==> src/rtl/spi_ctrl_pkg.sv <==
// Shared types and constants for the SPI burst controller: FSM states, default
// chip-select timing and the cpol/cpha mode encoding.
package spi_ctrl_pkg;

  typedef enum logic [2:0] {
    ST_IDLE,
    ST_SETUP,
    ST_LOAD,
    ST_WAIT,
    ST_HOLD,
    ST_GAP
  } state_t;

  localparam int DEF_CS_SETUP_CYC = 50;
  localparam int DEF_CS_HOLD_CYC  = 50;
  localparam int DEF_CS_GAP_CYC   = 100;

  localparam int MODE_CPHA_BIT = 0;
  localparam int MODE_CPOL_BIT = 1;

  typedef logic [1:0] spi_mode_t;

  function automatic spi_mode_t make_mode(input logic cpol, input logic cpha);
    spi_mode_t m;
    m                = '0;
    m[MODE_CPOL_BIT] = cpol;
    m[MODE_CPHA_BIT] = cpha;
    return m;
  endfunction

  function automatic int max3(input int a, input int b, input int c);
    int m;
    m = (a > b) ? a : b;
    return (m > c) ? m : c;
  endfunction

endpackage

==> src/rtl/rr_arbiter.sv <==
// Combinational round-robin pick: first asserted req at or above ptr, wrapping.
module rr_arbiter #(
  parameter int NUM_REQ = 4
) (
  input  logic [NUM_REQ-1:0]         req,
  input  logic [$clog2(NUM_REQ)-1:0] ptr,
  output logic                       valid,
  output logic [$clog2(NUM_REQ)-1:0] idx
);

  localparam int IDX_W = $clog2(NUM_REQ);

  logic [IDX_W:0]   sum;
  logic [IDX_W-1:0] cand;

  // NOTE: every variable gets a default before the loop so no latch is inferred.
  always_comb begin
    valid = 1'b0;
    idx   = ptr;
    sum   = '0;
    cand  = '0;
    // Walk offsets downward so the nearest requester above ptr is written last.
    for (int i = NUM_REQ - 1; i >= 0; i--) begin
      sum = {1'b0, ptr} + (IDX_W + 1)'(i);
      if (sum >= (IDX_W + 1)'(NUM_REQ)) sum = sum - (IDX_W + 1)'(NUM_REQ);
      cand = sum[IDX_W-1:0];
      if (req[cand]) begin
        valid = 1'b1;
        idx   = cand;
      end
    end
  end

endmodule

==> src/rtl/spi_burst_arbiter.sv <==
// Shares one single-byte SPI master between NUM_REQ requesters, running a
// multi-byte burst per round-robin grant with its own chip-select timing.
module spi_burst_arbiter
  import spi_ctrl_pkg::*;
#(
  parameter int NUM_REQ      = 4,
  parameter int LEN_W        = 4,
  parameter int CS_SETUP_CYC = DEF_CS_SETUP_CYC,
  parameter int CS_HOLD_CYC  = DEF_CS_HOLD_CYC,
  parameter int CS_GAP_CYC   = DEF_CS_GAP_CYC
) (
  input  logic                     clk,
  input  logic                     reset,
  input  logic [NUM_REQ-1:0]       req,
  input  logic [NUM_REQ*LEN_W-1:0] req_len,
  input  logic [NUM_REQ-1:0]       req_cpol,
  input  logic [NUM_REQ-1:0]       req_cpha,
  input  logic [NUM_REQ*8-1:0]     req_tx_data,
  output logic [NUM_REQ-1:0]       grant,
  output logic [NUM_REQ-1:0]       tx_ack,
  output logic [NUM_REQ-1:0]       rx_valid,
  output logic [7:0]               rx_data,
  output logic [NUM_REQ-1:0]       txn_done,
  output logic [NUM_REQ-1:0]       ss_n,
  output logic                     m_start,
  output logic [7:0]               m_tx_data,
  output logic                     m_cpol,
  output logic                     m_cpha,
  input  logic [7:0]               m_rx_data,
  input  logic                     m_done,
  input  logic                     m_ready
);

  localparam int IDX_W   = $clog2(NUM_REQ);
  localparam int MAX_CYC = max3(CS_SETUP_CYC, CS_HOLD_CYC, CS_GAP_CYC);
  localparam int CNT_W   = (MAX_CYC < 1) ? 1 : $clog2(MAX_CYC + 1);

  state_t             state;
  logic [IDX_W-1:0]   rr_ptr;
  logic [IDX_W-1:0]   win_idx;
  logic [IDX_W-1:0]   arb_idx;
  logic               arb_valid;
  logic [LEN_W-1:0]   len_q;
  logic [LEN_W-1:0]   byte_cnt;
  logic [CNT_W-1:0]   cnt;
  logic               phase_last;
  logic [NUM_REQ-1:0] arb_onehot;
  spi_mode_t          arb_mode;

  rr_arbiter #(.NUM_REQ(NUM_REQ)) u_rr (
    .req   (req),
    .ptr   (rr_ptr),
    .valid (arb_valid),
    .idx   (arb_idx)
  );

  // A timed phase ends on the cycle its count is reached; a limit of 0 behaves as 1.
  always_comb begin
    arb_onehot = NUM_REQ'(1) << arb_idx;
    arb_mode   = make_mode(req_cpol[arb_idx], req_cpha[arb_idx]);
    phase_last = 1'b0;
    case (state)
      ST_SETUP: phase_last = (int'(cnt) + 1 >= CS_SETUP_CYC);
      ST_HOLD:  phase_last = (int'(cnt) + 1 >= CS_HOLD_CYC);
      ST_GAP:   phase_last = (int'(cnt) + 1 >= CS_GAP_CYC);
      default:  phase_last = 1'b0;
    endcase
  end

  // NOTE: all state is updated with non-blocking assignments so every register
  // samples the pre-edge values, regardless of statement order.
  always_ff @(posedge clk) begin
    if (reset) begin
      state     <= ST_IDLE;
      rr_ptr    <= '0;
      win_idx   <= '0;
      len_q     <= '0;
      byte_cnt  <= '0;
      cnt       <= '0;
      grant     <= '0;
      tx_ack    <= '0;
      rx_valid  <= '0;
      txn_done  <= '0;
      ss_n      <= '1;
      rx_data   <= '0;
      m_start   <= 1'b0;
      m_tx_data <= '0;
      m_cpol    <= 1'b0;
      m_cpha    <= 1'b0;
    end else begin
      m_start  <= 1'b0;
      tx_ack   <= '0;
      rx_valid <= '0;
      txn_done <= '0;

      case (state)
        ST_IDLE: begin
          if (arb_valid) begin
            win_idx  <= arb_idx;
            len_q    <= req_len[arb_idx*LEN_W +: LEN_W];
            m_cpol   <= arb_mode[MODE_CPOL_BIT];
            m_cpha   <= arb_mode[MODE_CPHA_BIT];
            grant    <= arb_onehot;
            ss_n     <= ~arb_onehot;
            byte_cnt <= '0;
            cnt      <= '0;
            state    <= ST_SETUP;
          end
        end

        ST_SETUP: begin
          if (phase_last) begin
            cnt   <= '0;
            state <= ST_LOAD;
          end else begin
            cnt <= cnt + 1'b1;
          end
        end

        ST_LOAD: begin
          if (m_ready) begin
            m_start   <= 1'b1;
            m_tx_data <= req_tx_data[win_idx*8 +: 8];
            tx_ack    <= grant;
            state     <= ST_WAIT;
          end
        end

        ST_WAIT: begin
          if (m_done) begin
            rx_data  <= m_rx_data;
            rx_valid <= grant;
            if (byte_cnt == len_q) begin
              cnt   <= '0;
              state <= ST_HOLD;
            end else begin
              byte_cnt <= byte_cnt + 1'b1;
              state    <= ST_LOAD;
            end
          end
        end

        ST_HOLD: begin
          if (phase_last) begin
            ss_n     <= '1;
            grant    <= '0;
            txn_done <= grant;
            rr_ptr   <= (win_idx == IDX_W'(NUM_REQ - 1)) ? '0 : win_idx + 1'b1;
            cnt      <= '0;
            state    <= ST_GAP;
          end else begin
            cnt <= cnt + 1'b1;
          end
        end

        ST_GAP: begin
          if (phase_last) begin
            cnt   <= '0;
            state <= ST_IDLE;
          end else begin
            cnt <= cnt + 1'b1;
          end
        end

        default: state <= ST_IDLE;
      endcase
    end
  end

endmodule
==> config.mk <==
export PLATFORM = sky130hd
export DESIGN_NAME = spi_burst_arbiter
export DESIGN_NICKNAME = d
export VERILOG_FILES = /design/src/rtl/spi_ctrl_pkg.sv /design/src/rtl/rr_arbiter.sv /design/src/rtl/spi_burst_arbiter.sv
export SDC_FILE = /design/constraint.sdc
export NUM_CORES = 1
export LEC_CHECK = 0
export ABC_AREA = 1
export BUFFER_PORTS_ARGS = -buffer_cell sky130_fd_sc_hd__buf_2
export CAP_MARGIN = 20
export CORE_MARGIN = 10
export CORE_UTILIZATION = 45
export DETAILED_ROUTE_END_ITERATION = 8
export GPL_ROUTABILITY_DRIVEN = 0
export HOLD_SLACK_MARGIN = 0.1
export PLACE_DENSITY = 0.76
export SLEW_MARGIN = 20
export SYNTH_ARGS = -nofsm -noshare
export SYNTH_HDL_FRONTEND = slang
export SYNTH_SLANG_ARGS = --single-unit
==> constraint.sdc <==
create_clock -name clk -period 1.7 [get_ports clk]
set_clock_uncertainty 0.1 [all_clocks]
set_input_delay 0.17 -clock clk [delete_from_list [all_inputs] [get_ports clk]]
set_output_delay 0.17 -clock clk [all_outputs]
set_load 0.005 [all_outputs]
Word level (Yosys, flattened, before mapping)
Index checks and enable logic that the tools add are counted.

Bits in registers: 61. Bits of input ports: 72. Output and inout bits: 39. Word-level logic and storage cells: 131.

$add $sub $neg: 11. Order comparisons: 11. Equality and inequality tests: 15. Shifts and indexed selects: 3. Multiplexer cells: 50. Bitwise operators: 7. Reductions and logical operators: 18.

Operators by type and width (count): $ge A32 B7 Y1 const B (1); $shiftx A32 B6 Y8 (1); $mux W4 (7); $mux W7 (4); $pmux W4 S2 (3); $mux W3 (7); $pmux W7 S3 (1); $mux W2 (9); $pmux W3 S6 (1); $ne A2 B2 Y1 const B (8); $shiftx A16 B5 Y4 (1); $lt A2 B3 Y1 const B (5); $bmux W1 S2 (6); $reduce_or A3 Y1 (4); $mux W1 (11); $ge A3 B3 Y1 const B (3); $add A7 B1 Y8 const B (1); $ge A8 B7 Y1 const B (1); $reduce_and A2 Y1 (4); $reduce_and A4 Y1 (2); $sub A2 B1 Y2 const B (4); $add A7 B1 Y7 const B (1); $add A2 B2 Y3 const B (2); $eq A3 B2 Y1 const B (2); other kinds (18) (26).

Depth between registers and ports, before layout
Gate-level depths: netlist (run 1).

Word-level depth: 13. Gate-level depth with buffers: 15. Gate-level depth less buffers: 14.

Hierarchy
Synthesis (run 1) repeated with hierarchy kept, for this count alone.

Cells, all modules: 460. Area total of the unflattened synthesis: 3219.3 um2.

Modules (own cells, without submodules): spi_burst_arbiter (times used 1, cells each 407, area each 2985.4 um2, sequential area each 1221.2 um2); rr_arbiter (times used 1, cells each 53, area each 234.0 um2, sequential area each 0.0 um2).

Least setup slack after synthesis (run 1)
Ideal clock, no wire load.

Path type: reg-to-reg. Start point: reg cnt[0]. End point: reg grant[1]. Library setup time: 0.114 ns. Arrival time: 1.554 ns. Data required time: 1.486 ns. Slack: -0.068 ns. Stages on the path, launching flop included: 13. Path buffers: 0. Clock period less this slack: 1.768 ns. Cell sequence: dfxtp_1 > ha_1 > nand2_1 > nor2_1 > nand4_1 > nand2_1 > nor2_1 > nand2_2 > nand4_4 > nand2_1 > nand2_1 > nand2_1 > nor2_2.

Word-level cells in the longest chain between the ends: 5. Elaborated cells between the ends (all ways): 6. Those cells by class: 1 x add/sub; 2 x order compare; 1 x eq/ne; 1 x mux; 1 x reduce/logical.

Ends and longest elaborated chain: start, declared (line spi_burst_arbiter.sv:45) `logic [CNT_W-1:0] cnt;`; start signal, assigned (line spi_burst_arbiter.sv:116) `cnt <= cnt + 1'b1;`; start signal, assigned (line spi_burst_arbiter.sv:152) `cnt <= cnt + 1'b1;`; start signal, assigned (line spi_burst_arbiter.sv:161) `cnt <= cnt + 1'b1;`; $add A7 B1 Y8 (*) (line spi_burst_arbiter.sv:63, spi_burst_arbiter.sv:64, spi_burst_arbiter.sv:65); $ge A32 B7 Y1 / $ge A8 B7 Y1 (equally long branches) (line spi_burst_arbiter.sv:63, spi_burst_arbiter.sv:64, spi_burst_arbiter.sv:65); $pmux W1 S2 (*) (line spi_burst_arbiter.sv:62) `case (state)`; $ne A2 B2 Y1 (no source line) (*); $reduce_and A3 Y1 (no source line) (*); end signal, assigned (line spi_burst_arbiter.sv:103) `grant <= arb_onehot;`; end, declared (line spi_burst_arbiter.sv:19) `output logic [NUM_REQ-1:0] grant,`.

Mark *: on every way between the ends. The rest lies on a longest branch, timed or not. A chain may end at the register's enable or synchronous reset.

Worst setup path in the final report (run 1)
Start point: reg rr_ptr[0]. End point: reg len_q[0].

Word-level cells in the longest chain between the ends: 10. Elaborated cells between the ends (all ways): 33. Those cells by class: 7 x add/sub; 4 x order compare; 1 x shift; 20 x mux; 1 x reduce/logical.

Ends and longest elaborated chain: start, declared (line spi_burst_arbiter.sv:39) `logic [IDX_W-1:0] rr_ptr;`; start signal, assigned (line spi_burst_arbiter.sv:148) `rr_ptr <= (win_idx == IDX_W'(NUM_REQ - 1)) ? '0 : win_idx + 1'b1;`; $add A2 B2 Y3 (line rr_arbiter.sv:24) `sum = {1'b0, ptr} + (IDX_W + 1)'(i);`; $ge A3 B3 Y1 / $sub A2 B1 Y2 (equally long branches) (line rr_arbiter.sv:25) `if (sum >= (IDX_W + 1)'(NUM_REQ)) sum = sum - (IDX_W + 1)'(NUM_REQ);`; $mux W2 (line rr_arbiter.sv:25); $bmux W1 S2 (line rr_arbiter.sv:27) `if (req[cand]) begin`; $mux W1 (not written as such) (line rr_arbiter.sv:27); $mux W2 / $mux W1 (equally long branches) (4 in a row) (line rr_arbiter.sv:27); $shiftx A16 B5 Y4 / $reduce_and A2 Y1 (equally long branches); end signal, assigned (line spi_burst_arbiter.sv:100) `len_q <= req_len[arb_idx*LEN_W +: LEN_W];`; end, declared (line spi_burst_arbiter.sv:43) `logic [LEN_W-1:0] len_q;`.

Parallel ways exist; a longest one is shown, timed or not. The select of a mux whose other input is x is not followed.

==> results of run 1 <==
critical path: cells and delay by family (launching register included):
family	cells	cell delay (ps)
buffers and inverters	3	390
flip-flops	1	390
AND/OR/NAND/NOR	9	1000
power by group through the flow:
stage	logic (uW)	clock network [uW]	registers, uW
6_report	3390	1160	2000
2_1_floorplan	1630	0	1930
5_1_grt	3740	1250	2040
3_3_place_gp	2380	0	1960
4_1_cts	2860	1170	1960
3_5_place_dp	2450	0	1960
path summary, 6_finish.rpt:
kind	from	end	slack [ps]	cells past startpoint
worst max-delay path	rr_ptr[0]	len_q[0]	-300	12
worst min-delay path	req_cpol[2]	m_cpol	110	5
worst max register to register	rr_ptr[0]	len_q[0]	-300	12
worst min register to register	rx_data[4]	rx_data[4]	360	2
layout make-up:
cell class,count,area share (%)
multi-input cells,350,41.9
well taps,96,2.28
clock buffers,9,2.35
repair buffers,188,25.3
clock inverters,7,0.974
repair inverters,1,0.0951
inverters,44,3.49
flip-flops and latches,61,23.6
logic make-up (layout without fill, tap and decap cells):
logic type                 after synthesis  after routing  share of synthesized area, %
DFF                                     61             61                          38.2
xor gates and xnor gates                 5              5                          1.37
AOI/OAI and AO/OA                       79             79                          13.4
adders and majority gates                4              4                          1.57
buffers and inverters                   60            249                          8.15
and+or+nand+nor                        259            262                          37.2
flip-flops by register name, summed over array words and instances, names as in the netlist:
signal	count
byte_cnt	4
cnt	7
grant	4
len_q	4
m_cpha	1
m_cpol	1
m_start	1
m_tx_data	8
rr_ptr	2
rx_data	8
rx_valid	4
ss_n	4
state	3
tx_ack	4
txn_done	4
win_idx	2
per-layer routing:
metal  vias up  share of wire, %  global-route usage, %
met3        52               7.6                   5.64
met1      1890                37                   21.8
met2       199                52                   35.6
met5         -                 0                      0
met4         0               3.3                   7.26
li1       1927                 -                      -
synth_stat cells (3+ instances only):
cell type / instances
sky130_fd_sc_hd__dfxtp_1: 61
sky130_fd_sc_hd__nor2_1: 79
sky130_fd_sc_hd__inv_2: 6
sky130_fd_sc_hd__nor2_2: 4
sky130_fd_sc_hd__clkbuf_1: 6
sky130_fd_sc_hd__nor3_1: 3
sky130_fd_sc_hd__inv_1: 36
sky130_fd_sc_hd__nand3_1: 46
sky130_fd_sc_hd__xor2_1: 4
sky130_fd_sc_hd__o21ai_0: 36
sky130_fd_sc_hd__nand2_1: 94
sky130_fd_sc_hd__a31oi_1: 7
sky130_fd_sc_hd__nand4_1: 15
sky130_fd_sc_hd__o21ai_1: 5
sky130_fd_sc_hd__buf_2: 4
sky130_fd_sc_hd__nand2_2: 6
sky130_fd_sc_hd__ha_1: 4
sky130_fd_sc_hd__a21oi_1: 23
sky130_fd_sc_hd__buf_6: 3
metrics by stage:
step,worst slack (ps),hold WS (ps)
after floorplan,19.4,215
after global placement,-140,323
after detailed placement,-201,327
after CTS,-90.7,104
after global routing,-405,142
final,-300,109
repair_timing:
| action | CTS | global route |
|---|---|---|
| gates resized for setup | 43 | 108 |
| pin swaps | 14 | 28 |
| endpoints found under the setup margin | 36 | 55 |
| gates cloned | 3 | 2 |
| hold buffers | 37 | 0 |
| buffers inserted | 10 | 2 |
| hold endpoints to repair | 25 | 0 |
==> impl.org, run 1 <==
** Cells and area
- Nets :: approximately 730
- Synthesis-to-finish area growth :: 64.8%
- At the end of the flow the core is filled with cells to 77.1%.
- Share of post-route cells with drive strength above 1 :: between 40% and 50%
- Total of fill cells in the finished design :: 459
- Total area of multi-input combinational cells :: 2210 sq um
- The number of antenna diodes in the final layout is 0.
- Most frequent standard cell in the layout excluding fill and tap cells :: sky130_fd_sc_hd__buf_2
- Registers take 1240 sq um.
- Post-route cell area :: 5270 sq um
- Once layout is complete, the cells apart from fillers number roughly 760.
- In the layout the commonest cells are 110 x sky130_fd_sc_hd__buf_2, 70 x sky130_fd_sc_hd__nor2_1, 65 x sky130_fd_sc_hd__nand2_1.

** Die
- Starting Density :: a little under half
- Total core area :: between 6000 and 7000 sq um
- Width of the die :: around 100 um
- Ports :: about 110
- The floorplan step defined a die boundary enclosing about 11000 sq um.
- The die is between 100 and 150 um tall.
- After floorplanning, the core was divided into 30 placement rows.

** Critical path
- Required time of the critical path :: ~1800 ps
- The signal on the critical path passes through buf_6 -> nand2_4 -> nand4_1 -> nand2_1 -> inv_2 -> nand2_4 -> nand2_8 -> clkbuf_16 -> nand4_1 -> nand3_1 -> nor2_1 -> nor2_1.
- The worst setup path is launched from a flop.
- Type of element capturing the critical path :: flop
- For this run, the slowest stage of the critical path takes 390 ps.
- Data arrival time of the critical path :: approximately 2100 ps
- Of all nets on the critical path, the largest fanout is 6.
- The setup path with the least slack is of type reg -> reg.
- The largest individual stage delay along the critical path comes from the cell sky130_fd_sc_hd__dfxtp_4.

** GRT
- Entering global routing, the biggest net connects 20 pins.
- Global routing used around 20% of the available tracks.
- The number of global-route vias before repair is about 4100.
- The initial antenna violation count was 0.
- The first global-routing pass estimated 18600 um of wire.
- Total global routing overflow :: 0

** Synthesis
- Leading post-synthesis cells by cell area :: sky130_fd_sc_hd__dfxtp_1 38%, sky130_fd_sc_hd__nand2_1 11%, sky130_fd_sc_hd__nor2_1 9.3%
- Post-synthesis instance area :: 3190 sq um
- In the synthesized netlist the async set-or-reset flop fraction comes to 0%.
- The synthesized design spends more area on one cell type than any other, namely sky130_fd_sc_hd__dfxtp_1.
- Predominant post-synthesis flop cell :: sky130_fd_sc_hd__dfxtp_1
- The number of different library cells used by synthesis comes to 36.
- Number of synthesized flops with an enable pin :: 0
- Count of warnings emitted by yosys :: 0
- Synth Net Count :: about 540
- Sequential area share after synthesis :: a little under two fifths
- Summed over its instances, the top area cell type makes up a little under two fifths of the synthesized netlist area.
- Gate count of the mapped netlist :: 468
- Synth Area per Inst :: slightly below 7 sq um
- Seq cells post-synth :: between 60 and 70

** Power
- Internal power comes to about 3700 uW.
- VDD sags by at most 0.000848 V.
- Switching power summed over all nets :: a little under 3000 uW
- After layout, the design draws a total of 6550 uW.
- Of the total power, the share spent switching nets is 44.1%.
- Portion of total power attributed to combinational logic :: between 50% and 60%
- Power share of the sequential group :: 30.5%
- Share of total power in the clock network :: between 10% and 20%
- For this design the static power due to leakage is between 0.002 and 0.0025 uW.
- For this design the ratio of total power to cell area is ~1200 nW/um^2.

** CTS
- The cell sitting at the root of the clock tree is a sky130_fd_sc_hd__clkbuf_8.
- The clock passes through at most 2 buffers.
- In this run the number of H-tree levels came out at 3.
- After clock tree synthesis, the clock-pin slew on the worst setup and hold paths is around 80 ps.
- CTS sink count :: roughly 60
- TritonCTS created 9 clock buffers.
- Insertion delay of the later-clocked pin in the worst-skew pair :: 340 ps
- CTS tree :: built

** Route
- Once detail routing completed, the nets flagged for antenna violations numbered 0.
- In the routed design, unresolved DRC markers number 0.
- Average detailed-routed wire length per instance :: 16.4 um
- Summing over every cut layer, the via total after detailed routing is 4068.
- For this run, the detailed router's first-pass iteration total came to 5.
- After the first detailed-routing iteration, the DRC count stood at 192.
- For this block, the routed nets add up to ~12000 um of wire.
- Via-per-instance ratio :: about 5.4

** Timing
- Setup repair after global routing could not meet its margin everywhere.
- Headroom to the max-slew limit came out at 69.1%.
- Shortest period the worst path allows :: roughly 2000 ps
- The worst path uses 118% of the clock period.
- For the final routed database, the setup TNS stands at -4970 ps.
- The number of hold-slack violations in the final timing report came to 0.
- Once routing completed, OpenROAD measured the worst setup slack at -300 ps.
- The count of final max-slew check failures was 0.
- Setup violations remaining at the end of the flow were counted as 36.
- Achievable Freq :: about 0.50 GHz
- For the pin with the worst max-slew slack, the measured transition is between 400 and 500 ps.

** Placement
- Half-perimeter wire length after detailed placement :: between 7000 and 8000 um
- The placed instances occupy a cell area of ~4000 sq um.
- Input and output buffers added on the ports amount to 110.
- After detailed placement, the design holds a cell count of approximately 690.

** Hold path
- The min-delay analysis places its worst path in the category in -> reg.

** Run
- Number of max-cap violations :: 0

** Outcome
- Violations in the final reports :: negative setup slack
- The run finished, with violations left.
No activity file was read; power rests on OpenSTA's default activity.
==> run 2, diff against run 1 <==
- GPL_ROUTABILITY_DRIVEN: 0 -> not set
- PLACE_DENSITY: 0.76 -> 0.73
- clock period: 1.7 -> 1.9 ns (I/O delays scaled with it)
==> impl.org, run 2 (synthesized netlist as in run 1, its figures left out) <==
** Run
- Number of max-cap violations :: 0

** Critical path
- The signal on the critical path passes through buf_6 -> nand2_1 -> nand2_1 -> nand2_1 -> nand2_1 -> nand2_1 -> nand2_2 -> nand2_2 -> nand2_4 -> buf_12 -> nand4_1 -> nand3_2 -> nor2_2 -> nor2_1.
- Worst R2R Start :: rr_ptr[0]
- CP dominant cell by count :: sky130_fd_sc_hd__nand2_1
- At the worst endpoint, the required time is just over 2000 ps.
- The slowest stage of the critical path is the sky130_fd_sc_hd__dfxtp_4 cell.
- Along the worst path, the maximum fanout reaches 6.
- Data arrival time of the critical path :: just under 2000 ps
- Crit path kind :: reg -> reg
- Worst Setup SP :: rr_ptr[0]
- Type of element capturing the critical path :: flop
- Maximum single-stage delay on the critical path :: approximately 360 ps
- The worst setup path is launched from a flop.

** Timing
- Setup repair after global routing missed its margin :: yes
- Final count of hold timing violations :: 0
- Setup total negative slack :: 0 ps
- Measured slew at the worst slew-check pin :: about 420 ps
- Derived from the worst setup path, the maximum achievable clock frequency is approximately 0.54 GHz.
- Shortest period the worst path allows :: between 1500 and 2000 ps
- Max transition margin :: between 70% and 80%
- Post-route worst setup slack :: 49.4 ps
- Max-slew violations :: 0
- Setup violations remaining at the end of the flow were counted as 0.
- After layout, the worst path uses a little over nine tenths of the clock period.

** Power
- The clock network accounts for between 20% and 30% of the total power.
- Sequential cells account for 33.4% of the total power.
- Overall power consumption after layout is estimated at 5230 uW.
- In this run, the combinational gates consume 44.1% of the power.
- Static Leak :: 0.00221 uW
- Maximum vdd ir drop :: 0.000547 V
- Switching power summed over all nets :: ~2200 uW
- Sw frac :: 42.1%
- Cell area power density :: 1120 nW/um^2
- Internal power comes to 3030 uW.

** Route
- After detailed routing, the number of remaining DRC violations is 0.
- Number of search-and-repair iterations in the first detailed-routing pass :: 4
- Average detailed-routed wire length per instance :: about 14 um
- Detailed routing inserted a total of ~3600 vias.
- For this block, the routed nets add up to 9970 um of wire.
- Via-per-instance ratio :: approximately 5.0
- After the first detailed-routing iteration, the DRC count stood at about 190.
- Remaining antenna violation count :: 0

** GRT
- Global routing used ~17% of the available tracks across all layers.
- Number of antenna violations at the first check in global routing :: 0
- The total overflow left after global routing is 0.
- Via count of the first global-routing pass :: 3475
- Entering global routing, the biggest net connects 21 pins.
- Wire length of the first global-routing pass :: between 15000 and 20000 um

** Cells and area
- Registers with the highest flip-flop counts :: m_tx_data (8), rx_data (8), cnt (7)
- In the final layout, the share of cells above drive strength 1 is a little over a third.
- In the layout the commonest cells are 110 x sky130_fd_sc_hd__buf_2, 83 x sky130_fd_sc_hd__nand2_1, 74 x sky130_fd_sc_hd__nor2_1.
- Diodes inserted :: 0
- Synthesis-to-finish area growth :: 46.5%
- For this run, the post-layout net count is ~700.
- Most frequent standard cell in the layout excluding fill and tap cells :: sky130_fd_sc_hd__buf_2

** Die
- Die ar. :: 10900 sq um
- Once the floorplan was initialized, standard cells occupied 46.8% of the core.
- The die is roughly 100 um tall.
- After floorplanning, the core was sized to cover between 6000 and 7000 sq um.
- Ports :: 111
- The initialized floorplan defines 30 standard-cell rows.
- The die is between 100 and 150 um wide.

** CTS
- In this run the deepest clock path goes through 2 buffers.
- Inserted Clock Buffers :: 9
- CTS tree :: built
- At the later pin of the worst-skew pair, clock insertion delay measures ~340 ps.
- Clock-pin slew was measured on the worst setup and hold paths at approximately 80 ps.
- Clock Root Buffer :: sky130_fd_sc_hd__clkbuf_8
- The H-tree was split into 3 levels.
- CTS sink count :: approximately 60

** Placement
- After legalization and detailed placement, the total HPWL measured 7070 um.
- Buffers added on ports :: 110
- The congestion estimate from routability-driven global placement came to approximately 0.85.
- Prior to clock tree synthesis, the placed netlist has a worst setup slack of -4.59 ps.

** Outcome
- Result of the run :: completed

** Hold path
- Origin of the worst min-delay path :: req_len[14]
- Worst min-delay path category :: in -> reg
[run 2: worst paths after layout]
check                                  end  slack (ps)  cells past startpoint
worst max-delay path                m_cpol          50                     14
worst min-delay path              len_q[2]         100                      5
worst max register to register      m_cpol          50                     14
worst min register to register  rx_data[7]         360                      2
[run 2: final cells by class]
class	instances	area, sq um
Tap cell	96	120
Sequential cell	61	1230
Multi-Input combinational cell	349	1930
Inverter	44	168
Clock inverter	7	75.1
Fill cell	583	2150
Clock buffer	9	124
Timing Repair Buffer	158	1040
[run 2: worst max-delay path: cells and delay by family, from the launching register on]
family,cells,cell delay (ps)
AND/OR/NAND/NOR,12,1000
buffers and inverters,2,280
flip-flops,1,360
[run 2: repair_timing]
item                                    4_1_cts  5_1_grt
pin swaps                                     0       25
endpoints found under the setup margin        3       36
resized for setup                             2       62
hold buffers                                 24        0
gates cloned                                  0        3
hold endpoints to repair                     17        0
buffers inserted                              0        4
[run 2: power groups by stage]
stage,combinational (uW),clock (uW),sequential [uW]
after global placement,1990,0,1760
final,2300,1180,1750
after global routing,2610,1250,1780
after floorplan,1450,0,1730
after CTS,2070,1180,1740
after detailed placement,2020,0,1760
[run 2: per-layer routing]
| layer | up-vias | part of all wire (%) | global-route usage [%] |
|---|---|---|---|
| li1 | 1872 | - | - |
| met1 | 1634 | 43 | 19.5 |
| met2 | 121 | 49 | 29.4 |
| met3 | 17 | 6.2 | 4.89 |
| met4 | 0 | 2.1 | 6.16 |
| met5 | - | 0 | 0 |
[run 2: stage by stage]
| step | util (%) | cells | hold WS (ps) | area (sq um) |
|---|---|---|---|---|
| after floorplan | - | 468 | 235 | 3190 |
| after global placement | 57.5 | 677 | 344 | 3930 |
| after detailed placement | 57.5 | 677 | 348 | 3930 |
| after CTS | 63.9 | 717 | 103 | 4370 |
| after global routing | 68.5 | 724 | 130 | 4680 |
| final | 68.5 | 724 | 98.4 | 4680 |
